--- src/rtl/pinwheel_ram_pkg.sv ---
// Shared types and helpers for the pinwheel data/instruction RAM ports.
// byte_merge overlays the enabled lanes of a new word onto an old word.
package pinwheel_ram_pkg;

  localparam int word_bits  = 32;
  localparam int lane_count = 4;

  typedef enum logic {
    ACCEPT = 1'b0,
    MERGE  = 1'b1
  } state_t;

  function automatic logic [word_bits-1:0] byte_merge(
    input logic [word_bits-1:0]  old_word,
    input logic [word_bits-1:0]  new_word,
    input logic [lane_count-1:0] mask
  );
    logic [word_bits-1:0] merged;
    merged = old_word;
    for (int i = 0; i < lane_count; i++) begin
      if (mask[i]) merged[8*i +: 8] = new_word[8*i +: 8];
    end
    return merged;
  endfunction

endpackage

--- src/rtl/pinwheel_ram_port.sv ---
// Byte-addressed load/store front end for the word-wide pinwheel data RAM.
// Partial stores become a two-cycle read-modify-write because the RAM has no byte enables.
module pinwheel_ram_port
  import pinwheel_ram_pkg::*;
#(
  parameter  int size_bytes     = 512,
  localparam int addr_bits      = $clog2(size_bytes / 4),
  localparam int byte_addr_bits = addr_bits + 2
) (
  input  logic                      clk,
  input  logic                      rst,
  input  logic                      req_valid,
  output logic                      req_ready,
  input  logic                      req_write,
  input  logic [byte_addr_bits-1:0] req_addr,
  input  logic [lane_count-1:0]     req_wmask,
  input  logic [word_bits-1:0]      req_wdata,
  output logic                      rsp_valid,
  output logic [word_bits-1:0]      rsp_data,
  output logic [addr_bits-1:0]      ram_raddr,
  input  logic [word_bits-1:0]      ram_rdata,
  output logic [addr_bits-1:0]      ram_waddr,
  output logic [word_bits-1:0]      ram_wdata,
  output logic                      ram_wren
);

  localparam logic [lane_count-1:0] full_mask = '1;

  state_t                 state_reg;
  logic                   rd_pend;
  logic [addr_bits-1:0]   addr_reg;
  logic [lane_count-1:0]  mask_reg;
  logic [word_bits-1:0]   wdata_reg;

  logic                   accept;
  logic                   partial;
  logic [addr_bits-1:0]   req_word;
  logic [1:0]             unused_lsbs;

  assign req_word    = req_addr[byte_addr_bits-1:2];
  assign unused_lsbs = req_addr[1:0];

  // Ready is forced low while rst is held so nothing is accepted during reset.
  assign req_ready = (state_reg == ACCEPT) && !rst;
  assign accept    = req_valid && req_ready;
  assign partial   = (req_wmask != full_mask) && (req_wmask != '0);

  assign rsp_valid = rd_pend;
  assign rsp_data  = ram_rdata;

  always_comb begin
    ram_raddr = req_word;
    ram_waddr = req_word;
    ram_wdata = req_wdata;
    ram_wren  = 1'b0;
    if (state_reg == MERGE) begin
      // ram_rdata now holds the old word fetched on the accepting edge.
      ram_raddr = addr_reg;
      ram_waddr = addr_reg;
      ram_wdata = byte_merge(ram_rdata, wdata_reg, mask_reg);
      ram_wren  = 1'b1;
    end else if (accept && req_write && (req_wmask == full_mask)) begin
      ram_wren  = 1'b1;
    end
  end

  always_ff @(posedge clk or posedge rst) begin
    if (rst) begin
      state_reg <= ACCEPT;
      rd_pend   <= 1'b0;
      addr_reg  <= '0;
      mask_reg  <= '0;
      wdata_reg <= '0;
    end else begin
      rd_pend <= accept && !req_write;
      case (state_reg)
        ACCEPT: begin
          if (accept && req_write && partial) begin
            addr_reg  <= req_word;
            mask_reg  <= req_wmask;
            wdata_reg <= req_wdata;
            state_reg <= MERGE;
          end
        end
        MERGE:   state_reg <= ACCEPT;
        default: state_reg <= ACCEPT;
      endcase
    end
  end

endmodule

--- config.mk ---
export PLATFORM = sky130hd
export DESIGN_NAME = pinwheel_ram_port
export DESIGN_NICKNAME = d
export VERILOG_FILES = /design/src/rtl/pinwheel_ram_pkg.sv /design/src/rtl/pinwheel_ram_port.sv
export SDC_FILE = /design/constraint.sdc
export NUM_CORES = 1
export LEC_CHECK = 0
export CAP_MARGIN = 5
export CORE_UTILIZATION = 38
export DETAILED_ROUTE_END_ITERATION = 12
export PLACE_DENSITY = 0.78
export RECOVER_POWER = 100
export SLEW_MARGIN = 15
export SYNTH_ARGS = -nofsm -noshare
export SYNTH_HDL_FRONTEND = slang
export SYNTH_SLANG_ARGS = --single-unit
--- constraint.sdc ---
create_clock -name clk -period 2.3 [get_ports clk]
set_input_delay 0.345 -clock clk [delete_from_list [all_inputs] [get_ports clk]]
set_output_delay 0.345 -clock clk [all_outputs]
set_load 0.1 [all_outputs]
# Yosys cells after proc, flatten, opt, wreduce, memory -nomap -nowiden
# Index checks and enable logic that the tools add are counted.
[word_totals] in_bits=81 register_bits=45 out_inout_bits=81
[classes] n_mux=10 eq_ne=2 reduce_logical=11 bitwise_logic=1
[op_table] cell="32-bit two-way mux" count=1
[op_table] cell="8-bit two-way mux" count=4
[op_table] cell="1-bit logical AND" count=7
[op_table] cell="7-bit two-way mux" count=1
[op_table] cell="4-bit == test (second input constant)" count=1
[op_table] cell="4-bit != test (second input constant)" count=1
[op_table] cell="4-bit nonzero test" count=1
[op_table] cell="1-bit two-way mux" count=3
[op_table] cell="1-bit zero test" count=2
[op_table] cell="1-bit case mux with 2 select lines" count=1
[op_table] cell="2-bit AND reduction" count=1
[op_table] cell="1-bit NOT" count=1

# Longest topological paths before layout
[depth] word_depth=7 mapped_depth=5 mapped_depth_nobuf=3

# Worst setup path before layout
# OpenSTA, ideal clock, no wires.
[synth_path] path_kind="register to output" startpoint="register state_reg" endpoint="output port ram_wdata[21]" stages_incl_launch_ff=5 arrival_time_ns=2.465 setup_slack_ns=-0.510 cell_sequence="dfrtp_1 clkbuf_1 buf_1 nor2_1 a21oi_1"
[synth_between] elab_chain_len=1
[synth_rtl] item="from (decl)" line="pinwheel_ram_port.sv:29" rtl="state_t state_reg;"
[synth_rtl] item="from (signal assigned)" line="pinwheel_ram_port.sv:69" rtl="state_reg <= ACCEPT;"
[synth_rtl] item="from (signal assigned)" line="pinwheel_ram_port.sv:82" rtl="state_reg <= MERGE;"
[synth_rtl] item="from (signal assigned)" line="pinwheel_ram_port.sv:85" rtl="MERGE: state_reg <= ACCEPT;"
[synth_rtl] item="32-bit two-way mux" line="pinwheel_ram_port.sv:56" rtl="if (state_reg == MERGE) begin"
[synth_rtl] item="to (decl)" line="pinwheel_ram_port.sv:23" rtl="output logic [word_bits-1:0] ram_wdata,"
# Every way passes these cells.

# Final worst setup path
[layout_path] startpoint="input port req_wmask[0]" endpoint="register wdata_reg[0]"
[layout_between] elab_chain_len=4 word_cells_on_any_way=5
[layout_rtl] item="from (decl)" line="pinwheel_ram_port.sv:16" rtl="input logic [lane_count-1:0] req_wmask,"
[layout_rtl] item="4-bit != test / 4-bit nonzero test (equally long branches)" line="pinwheel_ram_port.sv:46" rtl="assign partial = (req_wmask != full_mask) && (req_wmask != '0);"
[layout_rtl] item="1-bit logical AND (*)" line="pinwheel_ram_port.sv:46"
[layout_rtl] item="1-bit logical AND (*)" line="pinwheel_ram_port.sv:78" rtl="if (accept && req_write && partial) begin"
[layout_rtl] item="2-bit AND reduction (no source line) (*)"
[layout_rtl] item="to (signal assigned)" line="pinwheel_ram_port.sv:81" rtl="wdata_reg <= req_wdata;"
[layout_rtl] item="to (decl)" line="pinwheel_ram_port.sv:33" rtl="logic [word_bits-1:0] wdata_reg;"
# Every way passes the cells marked *; elsewhere a longest branch is shown, timed or not.
# A chain may end at the register's enable or synchronous reset.

==> summary.txt <==
STA
  • Achievable Freq: 473 MHz
  • Final cycle utilization of the critical path: 91.9%
  • Transition at the pin with the smallest max-transition slack: 1.19 ns
  • Setup clock skew after layout: 0.00746 ns
  • Shortest clock period the worst path allows after layout: 2.11 ns
  • Setup Total Neg Slack: 0 ns
  • Unrepaired setup endpoints after global routing: false
  • Pins over their slew limit: 0
  • Final count of hold timing violations: 0
  • Number of endpoints failing setup at the final stage: 0
  • Slew Limit Headroom: 21.1%
  • Final Hold Slack: 0.513 ns

Floorplanning
  • Standard cell core area: 6910 um^2
  • Total number of placement rows: 30
  • Area of the die: 7610 um^2
  • Top-level I/O count: 162
  • Die boundary height: 87.2 um
  • Initial cell density of the core: 40.0%
  • Chip Width: 87.2 um

Setup path
  • R2r worst-path depth: 4
  • Crit end category: flop
  • Register-to-register setup slack: 0.53 ns
  • Start-to-end type of the worst setup path: in -> reg
  • Worst Path Max Fanout: 10
  • Data arrival time of the worst path: 2.30 ns
  • Worst setup SP type: primary input
  • Req. time, crit path: 2.49 ns

Worst hold path
  • Min-Delay Path Depth: 1
  • Type of the most critical hold path: reg -> reg

Route
  • Per-cell via count in the routed design: 4.83
  • DR DRC count: 0
  • Post-Route WL: 7.66 mm
  • Wire length per cell: 16.1 um
  • Post-detailed-route count of antenna-violating nets: 0
  • Via count: 2300
  • Initial drt markers: 63
  • Number of detailed-routing iterations run before antenna repair: 4

GRT
  • Antenna violations before repair: 0
  • Met1 Track Usage GR: 23.4%
  • Layer with the highest usage: met2
  • Largest net degree at the start of global routing: 26
  • Total global routing track utilization: 20.8%
  • Wire length of the first global-routing pass: 12.2 mm
  • Met3 Track Usage GR: 6.16%
  • Global routing met2 resource utilization: 38.1%
  • Overflow after GRT: 0
  • Number of global-route vias before repair: 2465

Pwr
  • Peak ir drop on the vdd network: 391 uV
  • Total leakage power: 0.00234 uW
  • Pwr per Cell Area: 726 nW/um^2

Logic synthesis
  • Warning count from the yosys run: 0
  • Most common library cells after synthesis: sky130_fd_sc_hd__mux2_2 (48), sky130_fd_sc_hd__dfrtp_1 (45), sky130_fd_sc_hd__buf_4 (39)
  • Fraction of synthesized area in multiplexers: 31.2%
  • Area share of the largest cell type after synthesis: 40.8%
  • Async set or reset register ratio after synthesis: 100%
  • Sequential fraction of the synthesis area: 40.8%
  • Compound-cell area share of the yosys netlist: 6.71%
  • Average size of a mapped cell: 10.7 um^2
  • Post-synthesis share of cell area spent on xor and xnor gates: 0%
  • Simple-gate portion of the synthesized area: 6.80%
  • Area share of fa/ha/maj cells after synthesis: 0%
  • Register bit count reported by yosys: 45
  • Top flip-flop cell by instance count after synthesis: sky130_fd_sc_hd__dfrtp_1
  • Top area cells in the synthesized netlist: sky130_fd_sc_hd__dfrtp_1 (41%), sky130_fd_sc_hd__mux2_2 (20%), sky130_fd_sc_hd__mux2i_1 (12%)
  • Summed instance area of the synthesized netlist: 2760 um^2
  • Number of different library cells in the post-synthesis netlist: 18
  • Number of nets produced by synthesis: 340
  • Cell count after synthesis: 259
  • Main combinational cell family by area after synthesis: multiplexers
  • Cell type with the highest aggregate area in the netlist: sky130_fd_sc_hd__dfrtp_1
  • Post-synth EDFFs: 0
  • Most common cell in the synthesized netlist: sky130_fd_sc_hd__mux2_2

Layout
  • Number of flip-flops under the largest register name: 32
  • Ant. Diodes: 0
  • Proportion of layout cells with a drive suffix above 1: 31.6%
  • Nets: 460
  • Fin area: 4700 um^2
  • Layout-stage area growth over the synthesis result: 70.0%

Placement
  • Port bufs: 159
  • Gp weighted congestion: 0.699
  • Sum of net half-perimeters after detailed placement: 6.15 mm
  • Cell area after placement: 5060 um^2

Clock network
  • Clk slew on worst S/H paths: 0.09 ns
  • TritonCTS buffer count: 5
  • Setup Fix Bufs, Post-CTS: 0
  • Clock root buffer: sky130_fd_sc_hd__clkbuf_8
  • Number of clock sinks: 45
  • # H-tree levels: 2
  • Number of cells upsized or downsized after cts: 0
  • Clock tree from TritonCTS: yes
  • Clock network latency to the later pin of the worst-skew pair: 0.29 ns
  • Maximum root-to-sink buffer count: 2
  • Hold_buf cts: 0

Flow run
  • Max-cap violations: 0

Status
  • Outcome: finished clean
[logic make-up after synthesis]
kind of cell           count (synthesis)
buffers and inverters                 59
multiplexers                          80
AND/OR/NAND/NOR                       40
AO/OA/AOI/OAI                         35
flip-flops                            45
[power breakdown]
part / internal [uW] / switching, uW / total (uW)
registers: 963 / 148 / 1110
clock network: 354 / 278 / 632
logic: 638 / 1030 / 1670
total: 1950 / 1460 / 3410
[layout by cell type (no fill, tap or decap), drive strengths merged, types with 4 or more instances in the layout]
master          n
clkdlybuf4s50  76
mux2           48
dfrtp          45
buf            44
nor2           34
mux2i          32
a21oi          32
dlymetal6s2s   31
clkbuf         21
inv             4
[stage by stage]
step	total power, uW	instances	util (%)	setup WS (ns)
3_5_place_dp	2980	468	73.2	0.0953
5_1_grt	3570	476	68.0	0.115
2_1_floorplan	2340	259	-	-0.506
6_report	3410	476	68.0	0.187
4_1_cts	3610	476	74.9	0.323
3_3_place_gp	2920	468	73.2	0.151
[critical path: stages]
cell	delay [ns]
sky130_fd_sc_hd__clkdlybuf4s50_1	0.45
sky130_fd_sc_hd__or4_1	0.58
sky130_fd_sc_hd__nand3b_1	0.22
sky130_fd_sc_hd__clkbuf_2	0.32
sky130_fd_sc_hd__mux2_2	0.39
[final cells by class]
class / instances / area, um^2
Tap cell: 96 / 120
Inverter: 4 / 15.0
Clock inverter: 2 / 37.5
Multi-Input combinational cell: 155 / 1270
Timing Repair Buffer: 168 / 2040
Sequential cell: 45 / 1130
Fill cell: 563 / 2210
Clock buffer: 6 / 82.6
[layer usage]
layer	vias up	share of wire (%)
li1	1094	-
met1	1114	39
met2	88	54
met3	4	6.3
met4	0	0.61
met5	-	0
[worst paths after layout]
| path | from | to |
|---|---|---|
| max | req_wmask[0] | wdata_reg[0] |
| min | wdata_reg[13] | wdata_reg[13] |
| max reg2reg | state_reg | wdata_reg[0] |
| min reg2reg | wdata_reg[13] | wdata_reg[13] |
| max in group asynchronous | rst | wdata_reg[5] |
| min in group asynchronous | rst | rsp_valid |
Note: power is estimated with default switching activity, not from simulation.
